<file path="src/rtl/tx_sample_packer.sv">
// tx_sample_packer: splits 32-bit framed I/Q host samples into two 16-bit TX FIFO words.
// Optional framing check enabled by defining TX_PACKER_FRAME_CHECK_EN.
module tx_sample_packer #(
   parameter int CNT_W = 16
) (
   input  logic             i_sys_clk,
   input  logic             i_rst,
   input  logic             i_tx_enable,
   input  logic             i_s_valid,
   output logic             o_s_ready,
   input  logic [31:0]      i_s_data,
   output logic             o_fifo_wr_en,
   output logic [15:0]      o_fifo_wr_data,
   input  logic             i_fifo_full,
   output logic [CNT_W-1:0] o_sample_count,
   output logic [7:0]       o_err_count,
   output logic             o_busy
);
   typedef enum logic [1:0] {IDLE = 2'd0, HI = 2'd1, LO = 2'd2} state_t;
   state_t             state_q, state_d;
   logic [31:0]        hold_q, hold_d;
   logic               wr_en_q, wr_en_d;
   logic [15:0]        wr_data_q, wr_data_d;
   logic [CNT_W-1:0]   cnt_q, cnt_d;
   logic               xfer;
   logic               bad;
   assign o_s_ready      = (state_q == IDLE) || (state_q == LO && !i_fifo_full);
   assign xfer           = i_s_valid && o_s_ready;
   assign o_busy         = state_q != IDLE;
   assign o_fifo_wr_en   = wr_en_q;
   assign o_fifo_wr_data = wr_data_q;
   assign o_sample_count = cnt_q;
`ifdef TX_PACKER_FRAME_CHECK_EN
   logic [7:0] err_q, err_d;
   assign bad = (i_s_data[31:30] != 2'b10) || (i_s_data[15:14] != 2'b01) || i_s_data[16] || i_s_data[0];
   assign o_err_count = err_q;
   // saturating count of malformed samples dropped at acceptance
   always_comb err_d = (xfer && i_tx_enable && bad && err_q != 8'hFF) ? err_q + 8'd1 : err_q;
   // error counter register
   always_ff @(posedge i_sys_clk or posedge i_rst)
      if (i_rst) err_q <= 8'h00;
      else       err_q <= err_d;
`else
   assign bad         = 1'b0;
   assign o_err_count = 8'h00;
`endif
   // drain the held pair high word first, then evaluate a new acceptance (also in the LO write cycle)
   always_comb begin
      state_d   = state_q;
      hold_d    = hold_q;
      wr_en_d   = 1'b0;
      wr_data_d = wr_data_q;
      cnt_d     = cnt_q;
      case (state_q)
         HI: if (!i_fifo_full) begin
            wr_en_d   = 1'b1;
            wr_data_d = hold_q[31:16];
            state_d   = LO;
         end
         LO: if (!i_fifo_full) begin
            wr_en_d   = 1'b1;
            wr_data_d = hold_q[15:0];
            cnt_d     = cnt_q + CNT_W'(1);
            state_d   = IDLE;
         end
         default: state_d = IDLE;
      endcase
      if (xfer) begin
         hold_d  = i_s_data;
         state_d = (i_tx_enable && !bad) ? HI : IDLE;
      end
   end
   // state, hold and registered FIFO write port
   always_ff @(posedge i_sys_clk or posedge i_rst)
      if (i_rst) begin
         state_q   <= IDLE;
         hold_q    <= 32'h0;
         wr_en_q   <= 1'b0;
         wr_data_q <= 16'h0;
         cnt_q     <= '0;
      end else begin
         state_q   <= state_d;
         hold_q    <= hold_d;
         wr_en_q   <= wr_en_d;
         wr_data_q <= wr_data_d;
         cnt_q     <= cnt_d;
      end
endmodule

</file>
<file path="config.mk">
export PLATFORM = sky130hd
export DESIGN_NAME = tx_sample_packer
export DESIGN_NICKNAME = d
export VERILOG_FILES = /design/src/rtl/tx_sample_packer.sv
export SDC_FILE = /design/constraint.sdc
export NUM_CORES = 1
export LEC_CHECK = 0
export BUFFER_PORTS_ARGS = -buffer_cell sky130_fd_sc_hd__buf_2
export CAP_MARGIN = 20
export CELL_PAD_IN_SITES_DETAIL_PLACEMENT = 1
export CELL_PAD_IN_SITES_GLOBAL_PLACEMENT = 1
export CORE_ASPECT_RATIO = 0.7
export CORE_MARGIN = 2
export CORE_UTILIZATION = 30
export DETAILED_ROUTE_END_ITERATION = 16
export PLACE_DENSITY = 0.63
export SLEW_MARGIN = 25
export SYNTH_ARGS = -nofsm -noshare
export SYNTH_HDL_FRONTEND = slang
export SYNTH_SLANG_ARGS = --single-unit
</file>
<file path="constraint.sdc">
create_clock -name i_sys_clk -period 2.2 [get_ports i_sys_clk]
set_input_delay 0.11 -clock i_sys_clk [delete_from_list [all_inputs] [get_ports i_sys_clk]]
set_output_delay 0.11 -clock i_sys_clk [all_outputs]
set_load 0.05 [all_outputs]
</file>
==> results of run 1 <==
-- metal layers --
metal / share of wire, % / track usage (%) / vias up
met5: 0 / 0 / -
met4: 1.5 / 5.43 / 0
met3: 7.4 / 6.45 / 9
met2: 45 / 19.9 / 55
met1: 47 / 17.4 / 953
li1: - / - / 923
-- registers in the layout, indices dropped and copies added, names as in the netlist --
| name | count |
|---|---|
| o_sample_count | 16 |
| hold_q | 32 |
| state_q | 2 |
| o_fifo_wr_en | 1 |
| o_fifo_wr_data | 16 |
-- layout by cell type, fill, tap and decap left out, types with 8 or more instances in the layout --
cell type	instances
sky130_fd_sc_hd__buf_2	71
sky130_fd_sc_hd__mux2_2	31
sky130_fd_sc_hd__mux2i_1	16
sky130_fd_sc_hd__nand2_1	20
sky130_fd_sc_hd__clkbuf_16	9
sky130_fd_sc_hd__dfrtp_1	67
sky130_fd_sc_hd__conb_1	8
sky130_fd_sc_hd__o21ai_0	17
sky130_fd_sc_hd__xnor2_1	10
-- cell type report --
cell class              instances  area (sq um)
clock inverters                 5          52.6
clock buffers                  11           243
multi-input cells             141          1120
inverters                       6          22.5
fillers                      1040          5820
well taps                     128           160
flip-flops and latches         67          1680
repair buffers                 83           483
-- synthesized netlist by cell type --
library cell / n
sky130_fd_sc_hd__buf_2: 1
sky130_fd_sc_hd__nand4_1: 5
sky130_fd_sc_hd__a31oi_1: 2
sky130_fd_sc_hd__conb_1: 1
sky130_fd_sc_hd__nand3b_1: 1
sky130_fd_sc_hd__buf_6: 5
sky130_fd_sc_hd__buf_4: 8
sky130_fd_sc_hd__o21bai_1: 1
sky130_fd_sc_hd__nor2b_1: 2
sky130_fd_sc_hd__xor2_1: 5
sky130_fd_sc_hd__and4_1: 1
sky130_fd_sc_hd__clkbuf_1: 3
sky130_fd_sc_hd__inv_1: 6
sky130_fd_sc_hd__nand2_1: 20
sky130_fd_sc_hd__dfrtp_1: 67
sky130_fd_sc_hd__nand3_1: 5
sky130_fd_sc_hd__nor4_4: 1
sky130_fd_sc_hd__mux2_2: 31
sky130_fd_sc_hd__and3_1: 1
sky130_fd_sc_hd__ha_1: 4
sky130_fd_sc_hd__nor2_1: 4
sky130_fd_sc_hd__o21ai_0: 17
sky130_fd_sc_hd__xnor2_1: 10
sky130_fd_sc_hd__o2111ai_1: 1
sky130_fd_sc_hd__mux2i_1: 16
sky130_fd_sc_hd__nand4b_4: 1
sky130_fd_sc_hd__or2_2: 2
sky130_fd_sc_hd__mux2_1: 2
sky130_fd_sc_hd__o21ai_4: 1
-- kinds of logic (layout without fill, tap and decap cells) --
logic type | after synthesis | after routing | share of synthesized area, %
AOI/OAI and AO/OA | 22 | 22 | 4.46
muxes | 49 | 49 | 18.2
DFF | 67 | 67 | 57.5
buffers and inverters | 23 | 105 | 5.32
and+or+nand+nor | 43 | 43 | 8.19
other | 1 | 8 | 0.129
xor gates and xnor gates | 15 | 15 | 4.50
adders and majority gates | 4 | 4 | 1.72
-- power by group through the flow --
| stage | clock network [uW] | logic, uW | registers, uW |
|---|---|---|---|
| 3_5_place_dp | 0 | 1550 | 1810 |
| 2_1_floorplan | 0 | 562 | 2390 |
| 6_report | 1430 | 1530 | 1790 |
| 3_3_place_gp | 0 | 1520 | 1800 |
| 5_1_grt | 1530 | 1650 | 1840 |
| 4_1_cts | 1470 | 1560 | 1790 |
-- stage by stage --
| step | util [%] | instance area, sq um |
|---|---|---|
| floorplan | - | 2940 |
| global placement | 35.6 | 3410 |
| detailed placement | 35.6 | 3410 |
| CTS | 39.2 | 3750 |
| global route | 39.2 | 3750 |
| finish | 39.2 | 3750 |
-- worst max-delay path, stage by stage (launching register included) --
cell and delay [ps]:
sky130_fd_sc_hd__dfrtp_1 400, sky130_fd_sc_hd__inv_1 90, sky130_fd_sc_hd__ha_1 180, sky130_fd_sc_hd__nor2b_1 300
sky130_fd_sc_hd__buf_4 200, sky130_fd_sc_hd__or2_2 110, sky130_fd_sc_hd__buf_2 250
-- path summary, 6_finish.rpt --
kind                                          from                 end  cells after the start  slack (ps)
worst min register to register  o_fifo_wr_data[15]  o_fifo_wr_data[15]                      2         470
max in group asynchronous                    i_rst   o_sample_count[6]                      4        1350
worst max register to register          state_q[0]  o_sample_count[14]                      7         340
worst max-delay path                    state_q[0]           o_s_ready                      6         240
worst min-delay path                   i_s_data[0]           hold_q[0]                      2          10
min in group asynchronous                    i_rst          hold_q[21]                      3         270
==> out/metrics.yaml, run 1 <==
outcome: "finished clean"
core_footprint_sq_um: 9570
cts.clk_slew.worst_paths_ps: 60
cts_repair_resize_count: 0
cts_hold_buffers: 5
grt_antenna_before_repair: 0
number_of_buffers_inserted_during_clock_tree_synthesis: 9
cts_setup_buffers: 0
post_synth_instance_area_sq_um: 2920
grt_max_degree: 56
post_synth_main_area_contributors: "sky130_fd_sc_hd__dfrtp_1, sky130_fd_sc_hd__mux2_2, sky130_fd_sc_hd__mux2i_1"
post-place-ws_ps: 346
postSynthAreaPerCell_sq_um: 13.0
slew_viol_final: 0
synth.top_cell.area_share_pct: 57.5
final.setup.worst_slack_ps: 236
total_global_route_track_usage_pct: 13.6
critPathRequiredTime_ps: 2090
share_clk_of_total_power_pct: 30.0
max-clock-path-buffers: 2
share_comb_of_total_power_pct: 32.3
finalHoldViolCount: 0
detailed_place_hpwl_um: 4630
effective_utilization_at_floorplan_pct: 30.5
drt_iter0_drc: 41
insertedDiodeCount: 0
post_synth_inst_count: 224
cts-htree-levels: 3
ant_nets: 0
clk_root_buffer_cell: "sky130_fd_sc_hd__clkbuf_16"
drt-vias-per-instance: 4.40
synth_warnings: 0
power_uw: 4740
worst_skew_pair.late_latency_ps: 330
final_nets: 349
setup-violations-final: 0
worst_ep_arrival_time_ps: 1850
rsz0062_at_grt: "false"
path_class: "reg2out"
worst_setup_path_start_kind: "flop"
drt_first_pass_iters: 4
tns_ps: 0
routed_length_per_placed_instance_um: 14.8
synth_largest_area_cell: "sky130_fd_sc_hd__dfrtp_1"
leakage_component_of_the_power_uw: 0.00181
fin_crit_ps: 1960
via_count: 1940
globalRoute.totalOverflow: 0
postSynthRegisterBits: 67
drcViolationCount: 0
cap_viol_max_count: 0
die_height_um: 86.5
global_route_wire_length_before_repair_um: 10600
cts_tree: "done"
pwr-share-seq_pct: 37.7
wirelength_um: 6540
hold_path_class: "in2reg"
path_max_fanout: 5
p_per_area_nw_per_um2: 1260
die_x_um: 122
io_buffers: 71
die-area_sq_um: 10500
layout-drive-gt1-share_pct: 41.9
swShare_pct: 38.2
ys_types: 29
syn_to_final_growth_pct: 28.6
floorplan.rows: 30
whs_ps: 12.2
crit_end_element: "primary output"
worst_clock_skew_ps: 5.95
internal-power_uw: 2930
grt_pass1_vias: 2038
synth_seq_area_share_pct: 57.5
io_pins: 80
stdcell_count: 441
clock_sink_count: 67
fin_crit_share_pct: 89.3
placed_cells: 420
switching_component_of_the_power_uw: 1810
maxClockFrequency_ghz: 0.509
place.gp.congestion: 0.689
max-vdd-ir-drop_uv: 507
(Power assumes the default switching activity.)
==> inputs of run 2 (changes only) <==
--- a/config.mk
+++ b/config.mk
@@ -13,7 +13,7 @@
 export CORE_MARGIN = 2
 export CORE_UTILIZATION = 30
 export DETAILED_ROUTE_END_ITERATION = 16
-export PLACE_DENSITY = 0.63
+export PLACE_DENSITY = 0.66
 export SLEW_MARGIN = 25
 export SYNTH_ARGS = -nofsm -noshare
 export SYNTH_HDL_FRONTEND = slang
==> run 2 against run 1 <==
Effect of this change:
- sequential power about the same
- non-clock buffer count decreased by 1
- power fell by 0.69%
- routed wire length decreased by 3.4%
- register-to-register slack improved by 20 ps
- clock skew shrank 2.1 ps
- critical path type unchanged
- via count down 1.2%
- final cell count shrank 0.45%
- count of clock-buffer cells in the layout is 2 higher
==> out/metrics.yaml, run 2 (synthesis results as in run 1) <==
post_dp_cell_area_sq_um: 3400  # -0.37%
die-area_sq_um: 10500  # unchanged
clock_sink_count: 67  # unchanged
finish.instance_area_sq_um: 3730  # -0.53%
hold_path_startpoint: "i_s_data[21]"
worst_ep_arrival_time_ps: 1910  # +60 ps
max_slew_margin_pct: 55.1
cap_viol_max_count: 0  # unchanged
worst_r2r_startpoint: "state_q[0]"
fin_crit_share_pct: 91.6  # +2.4 points
wirelength_um: 6320  # -3.4%
drcViolationCount: 0  # unchanged
detailed_place_hpwl_um: 4680  # +0.93%
ant_nets: 0  # unchanged
global_route_wire_length_before_repair_um: 10500  # -0.85%
final_common_cell: "sky130_fd_sc_hd__buf_2"
number_of_buffers_inserted_during_clock_tree_synthesis: 9  # unchanged
critPathRequiredTime_ps: 2090  # about the same
reg2regPathDepth: 6  # -1
rsz0062_at_grt: "false"
syn_to_final_growth_pct: 28.0
io_buffers: 71  # unchanged
holdPathStages: 2  # unchanged
setup-violations-final: 0  # unchanged
layout_common_cells: "sky130_fd_sc_hd__buf_2, sky130_fd_sc_hd__dfrtp_1, sky130_fd_sc_hd__mux2_2"
fin_crit_ps: 2020  # +51.8 ps
tightest_slew_ps: 673
outcome: "finished clean"
io_pins: 80  # unchanged
layout.core_utilization_pct: 39.0  # -0.21 points
core_footprint_sq_um: 9570  # unchanged
routed_length_per_placed_instance_um: 14.4  # -3.0%
largest_reg_flops: 32  # unchanged
largest_register: "hold_q"
leakage_component_of_the_power_uw: 0.00180  # -0.47%
via_count: 1917  # -1.2%
drt_iter0_drc: 70  # +71%
worst_setup_path_start_kind: "flop"
max-clock-path-buffers: 2  # unchanged
seqCellArea_sq_um: 1680  # unchanged
floorplan.rows: 30  # unchanged
cts-htree-levels: 3  # unchanged
insertedDiodeCount: 0  # unchanged
p_per_area_nw_per_um2: 1260  # -0.16%
drt-vias-per-instance: 4.37  # -0.74%
cts_tree: "done"
die_height_um: 86.5  # unchanged
worst_clock_skew_ps: 3.88  # -2.07 ps
tns_ps: 0  # unchanged
path_class: "reg2out"
worst_skew_pair.late_latency_ps: 330  # about the same
min_delay_endpoint: "hold_q[21]"
drt_first_pass_iters: 4  # unchanged
total_global_route_track_usage_pct: 13.4  # -0.24 points
grt_pass1_vias: 2012  # -1.3%
finalHoldViolCount: 0  # unchanged
max-vdd-ir-drop_uv: 608  # +20%
hold_path_class: "in2reg"
place.gp.congestion: 0.702  # +1.9%
crit_end_element: "primary output"
die_x_um: 122  # unchanged
globalRoute.totalOverflow: 0  # unchanged
layout-drive-gt1-share_pct: 41.8  # -0.052 points
grt_max_degree: 39  # -30%
final_nets: 348  # -0.29%
rr_endpoint: "hold_q[29]"
reg2reg_slack_ps: 360  # +20 ps
multiInputGateArea_sq_um: 1120  # +0.22%
fillCellCount: 1064  # +2.3%
effective_utilization_at_floorplan_pct: 30.5  # unchanged
slew_viol_final: 0  # unchanged
worstSetupStartpoint: "state_q[0]"
path_max_fanout: 5  # unchanged
clk_root_buffer_cell: "sky130_fd_sc_hd__clkbuf_16"
maxClockFrequency_ghz: 0.496  # -2.6%
grt_antenna_before_repair: 0  # unchanged
cts.clk_slew.worst_paths_ps: 50  # about the same
run 2: cell count changes in the layout (fill, tap and decap cells not counted), sizes merged:
cell / previous run / this run
clkbuf: 11 / 13
dlygate4sd3: 5 / 4
clkinvlp: 1 / 0
clkinv: 3 / 1
run 2: worst max path at each step:
| stage | end | slack [ps] | cells past startpoint |
|---|---|---|---|
| 5_1_grt | o_s_ready | 70 | 6 |
| 3_3_place_gp | hold_q[20] | 440 | 6 |
| 4_1_cts | o_s_ready | 100 | 6 |
| 3_5_place_dp | hold_q[3] | 350 | 6 |
| 2_1_floorplan | hold_q[0] | 410 | 1 |
| 6_report | o_s_ready | 180 | 6 |
run 2: metrics by stage:
step,worst slack [ps],hold WS [ps],power (uW),instances
6_report,184,16.5,4710,439
5_1_grt,73.2,5.51,4990,439
2_1_floorplan,407,176,2950,231
3_5_place_dp,346,252,3340,420
4_1_cts,98.8,0.864,4800,438
3_3_place_gp,437,245,3290,420
run 2: metal layers:
metal	global-route usage, %	vias up	part of all wire [%]
met5	0	-	0
met4	5.02	0	1.8
met3	4.74	11	5.0
met2	20.4	42	48
met1	17.5	946	46
li1	-	918	-
run 2: critical path, cell delays in order, from the launching register on:
cell and delay, ps:
sky130_fd_sc_hd__dfrtp_1 370, sky130_fd_sc_hd__inv_1 70, sky130_fd_sc_hd__ha_1 270, sky130_fd_sc_hd__nor2b_2 200, sky130_fd_sc_hd__buf_4 150, sky130_fd_sc_hd__or2_2 280, sky130_fd_sc_hd__buf_2 220
run 2: area by class of cell:
type	instances	share of cell area (%)
Clock buffer	13	6.97
Timing Repair Buffer	82	12.3
Sequential cell	67	44.9
Clock inverter	2	0.938
Tap cell	128	4.29
Multi-Input combinational cell	141	30.0
Inverter	6	0.603
run 2: report_power, final:
| part | total (uW) | switching [uW] | internal [uW] |
|---|---|---|---|
| sequential | 1780 | 209 | 1570 |
| combinational | 1520 | 1070 | 454 |
| clock | 1420 | 485 | 931 |
run 2: repair_timing:
action	in CTS	in global routing
setup buffers	0	0
gates resized for setup	0	1
endpoints found under the hold margin	31	1
endpoints found under the setup margin	0	1
hold buffers	3	1
==> inputs of run 3 (changes only) <==
--- a/config.mk
+++ b/config.mk
@@ -12,6 +12,7 @@
 export CORE_ASPECT_RATIO = 0.7
 export CORE_MARGIN = 2
 export CORE_UTILIZATION = 30
+export CTS_BUF_LIST = sky130_fd_sc_hd__clkbuf_8
 export DETAILED_ROUTE_END_ITERATION = 16
 export PLACE_DENSITY = 0.66
 export SLEW_MARGIN = 25
==> constraint.sdc (replaced) <==
create_clock -name i_sys_clk -period 2.2 [get_ports i_sys_clk]
set_input_delay 0.11 -clock i_sys_clk [delete_from_list [all_inputs] [get_ports i_sys_clk]]
set_output_delay 0.11 -clock i_sys_clk [all_outputs]
set_load 0.02 [all_outputs]
==> run 3 against run 2 <==
Effect of this change:
- register-to-register slack hardly changed
- sequential power hardly changed
- hold slack better by 8.3 ps
- clock skew is 3.0 ps higher
- critical path type unchanged
- critical endpoint unchanged
- largest power group unchanged
==> out/metrics.yaml, run 3 (synthesis results as in run 1) <==
swShare_pct: 32.7  # -4.6 points
total_global_route_track_usage_pct: 14.1  # +0.72 points
max-vdd-ir-drop_uv: 485  # -20%
clk_root_buffer_cell: "sky130_fd_sc_hd__clkbuf_8"
rsz0062_at_grt: "false"
drt_iter0_drc: 83  # +19%
grt_pass1_vias: 2252  # +12%
share_clk_of_total_power_pct: 26.0  # -4.0 points
grt_antenna_before_repair: 0  # unchanged
fin_crit_share_pct: 90.2  # -1.5 points
p_per_area_nw_per_um2: 995  # -21%
max_slew_margin_pct: 55.7  # +0.62 points
layout-drive-gt1-share_pct: 38.1  # -3.7 points
final_nets: 376  # +8.0%
globalRouteMet2Util_pct: 22.1  # +1.7 points
worst_ep_arrival_time_ps: 1870  # -40 ps
grt_util_met3_pct: 4.67  # -0.066 points
ant_nets: 0  # unchanged
layout_common_cells: "sky130_fd_sc_hd__buf_2, sky130_fd_sc_hd__dfrtp_1, sky130_fd_sc_hd__dlygate4sd3_1"
power_uw: 3890  # -17%
path_class: "reg2out"
cts_tree: "done"
internal-power_uw: 2620  # -11%
worst_clock_skew_ps: 6.89  # +3.01 ps
hold_path_class: "in2reg"
pwr-share-seq_pct: 45.7  # +8.0 points
drcViolationCount: 0  # unchanged
drt_first_pass_iters: 3  # -1
floorplan.rows: 30  # unchanged
path_max_fanout: 5  # unchanged
met1_usage_pct: 18.2  # +0.61 points
largest_register: "hold_q"
worst_setup_path_start_kind: "flop"
grt_max_degree: 39  # unchanged
worst_skew_pair.late_latency_ps: 340  # about the same
cts_setup_buffers: 0  # unchanged
setup-violations-final: 0  # unchanged
fin_crit_ps: 1980  # -32.4 ps
outcome: "finished clean"
final_common_cell: "sky130_fd_sc_hd__buf_2"
tightest_slew_ps: 663  # -9.33 ps
die_x_um: 122  # unchanged
via_count: 2026  # +5.7%
slew_viol_final: 0  # unchanged
routed_length_per_placed_instance_um: 14.1  # -1.8%
globalRoute.totalOverflow: 0  # unchanged
cts-htree-levels: 3  # unchanged
largest_reg_flops: 32  # unchanged
cap_viol_max_count: 0  # unchanged
detailed_place_hpwl_um: 4680  # unchanged
max-clock-path-buffers: 2  # unchanged
gr-max-usage-layer: "met2"
io_buffers: 71  # unchanged
share_comb_of_total_power_pct: 28.3  # -3.9 points
die_height_um: 86.5  # unchanged
die-area_sq_um: 10500  # unchanged
tns_ps: 0  # unchanged
clock_sink_count: 67  # unchanged
crit_end_element: "primary output"
syn_to_final_growth_pct: 34.0
switching_component_of_the_power_uw: 1270  # -28%
io_pins: 80  # unchanged
critPathRequiredTime_ps: 2090  # about the same
cts.clk_slew.worst_paths_ps: 70  # +20 ps
drt-vias-per-instance: 4.34  # -0.65%
place.gp.congestion: 0.702  # unchanged
global_route_wire_length_before_repair_um: 11200  # +6.2%
wirelength_um: 6610  # +4.5%
insertedDiodeCount: 0  # unchanged
finalHoldViolCount: 0  # unchanged
leakage_component_of_the_power_uw: 0.00188  # +4.4%
number_of_buffers_inserted_during_clock_tree_synthesis: 9  # unchanged
core_footprint_sq_um: 9570  # unchanged
maxClockFrequency_ghz: 0.504  # +1.6%
effective_utilization_at_floorplan_pct: 30.5  # unchanged
==> run 3: stage by stage <==
step	hold slack, ps	std cells	setup WS (ps)	util, %	area, sq um
6_report	24.8	467	216	40.8	3910
5_1_grt	5.60	467	55.9	40.8	3910
4_1_cts	0.662	467	163	40.8	3910
3_5_place_dp	252	420	346	35.5	3400
3_3_place_gp	245	420	437	35.5	3400
2_1_floorplan	176	231	407	-	2940
==> run 3: routing by layer <==
layer	vias up	routed length, um	share of wire [%]
li1	971	-	-
met1	1002	3030	46
met2	43	3170	48
met3	10	295	4.5
met4	0	108	1.6
met5	-	0	0
==> run 3: final cells by class <==
cell class / instances / area [sq um]
inverters: 6 / 22.5
well taps: 128 / 160
clock inverters: 4 / 42.5
multi-input cells: 141 / 1120
flip-flops and latches: 67 / 1680
fillers: 1065 / 5660
clock buffers: 11 / 151
repair buffers: 110 / 741
==> run 3: power by group through the flow <==
stage | clock network (uW) | logic [uW] | registers, uW
after global placement | 0 | 1050 | 1790
after CTS | 1060 | 1130 | 1780
after floorplan | 0 | 523 | 1980
after detailed placement | 0 | 1080 | 1800
final | 1010 | 1100 | 1780
after global routing | 1110 | 1220 | 1830
==> run 3: worst paths after layout <==
path	slack, ps	cells past startpoint	from	to
max	220	6	state_q[0]	o_s_ready
max reg2reg	360	6	state_q[0]	hold_q[3]
min reg2reg	480	2	o_fifo_wr_data[9]	o_fifo_wr_data[9]
max in group asynchronous	1150	4	i_rst	o_fifo_wr_data[13]
min in group asynchronous	430	3	i_rst	hold_q[24]
min	20	2	i_s_data[11]	hold_q[11]
==> run 3: worst max-delay path, cell delays in order, from the launching register on <==
cell and delay, ps:
sky130_fd_sc_hd__dfrtp_1 380, sky130_fd_sc_hd__inv_1 70, sky130_fd_sc_hd__ha_1 270, sky130_fd_sc_hd__nor2b_1 200
sky130_fd_sc_hd__buf_4 160, sky130_fd_sc_hd__or2_2 280, sky130_fd_sc_hd__buf_2 170
==> run 3: what timing repair did <==
item / CTS / global route
gates resized for setup: 0 / 0
endpoints found under the hold margin: 60 / 0
hold buffers: 32 / 0
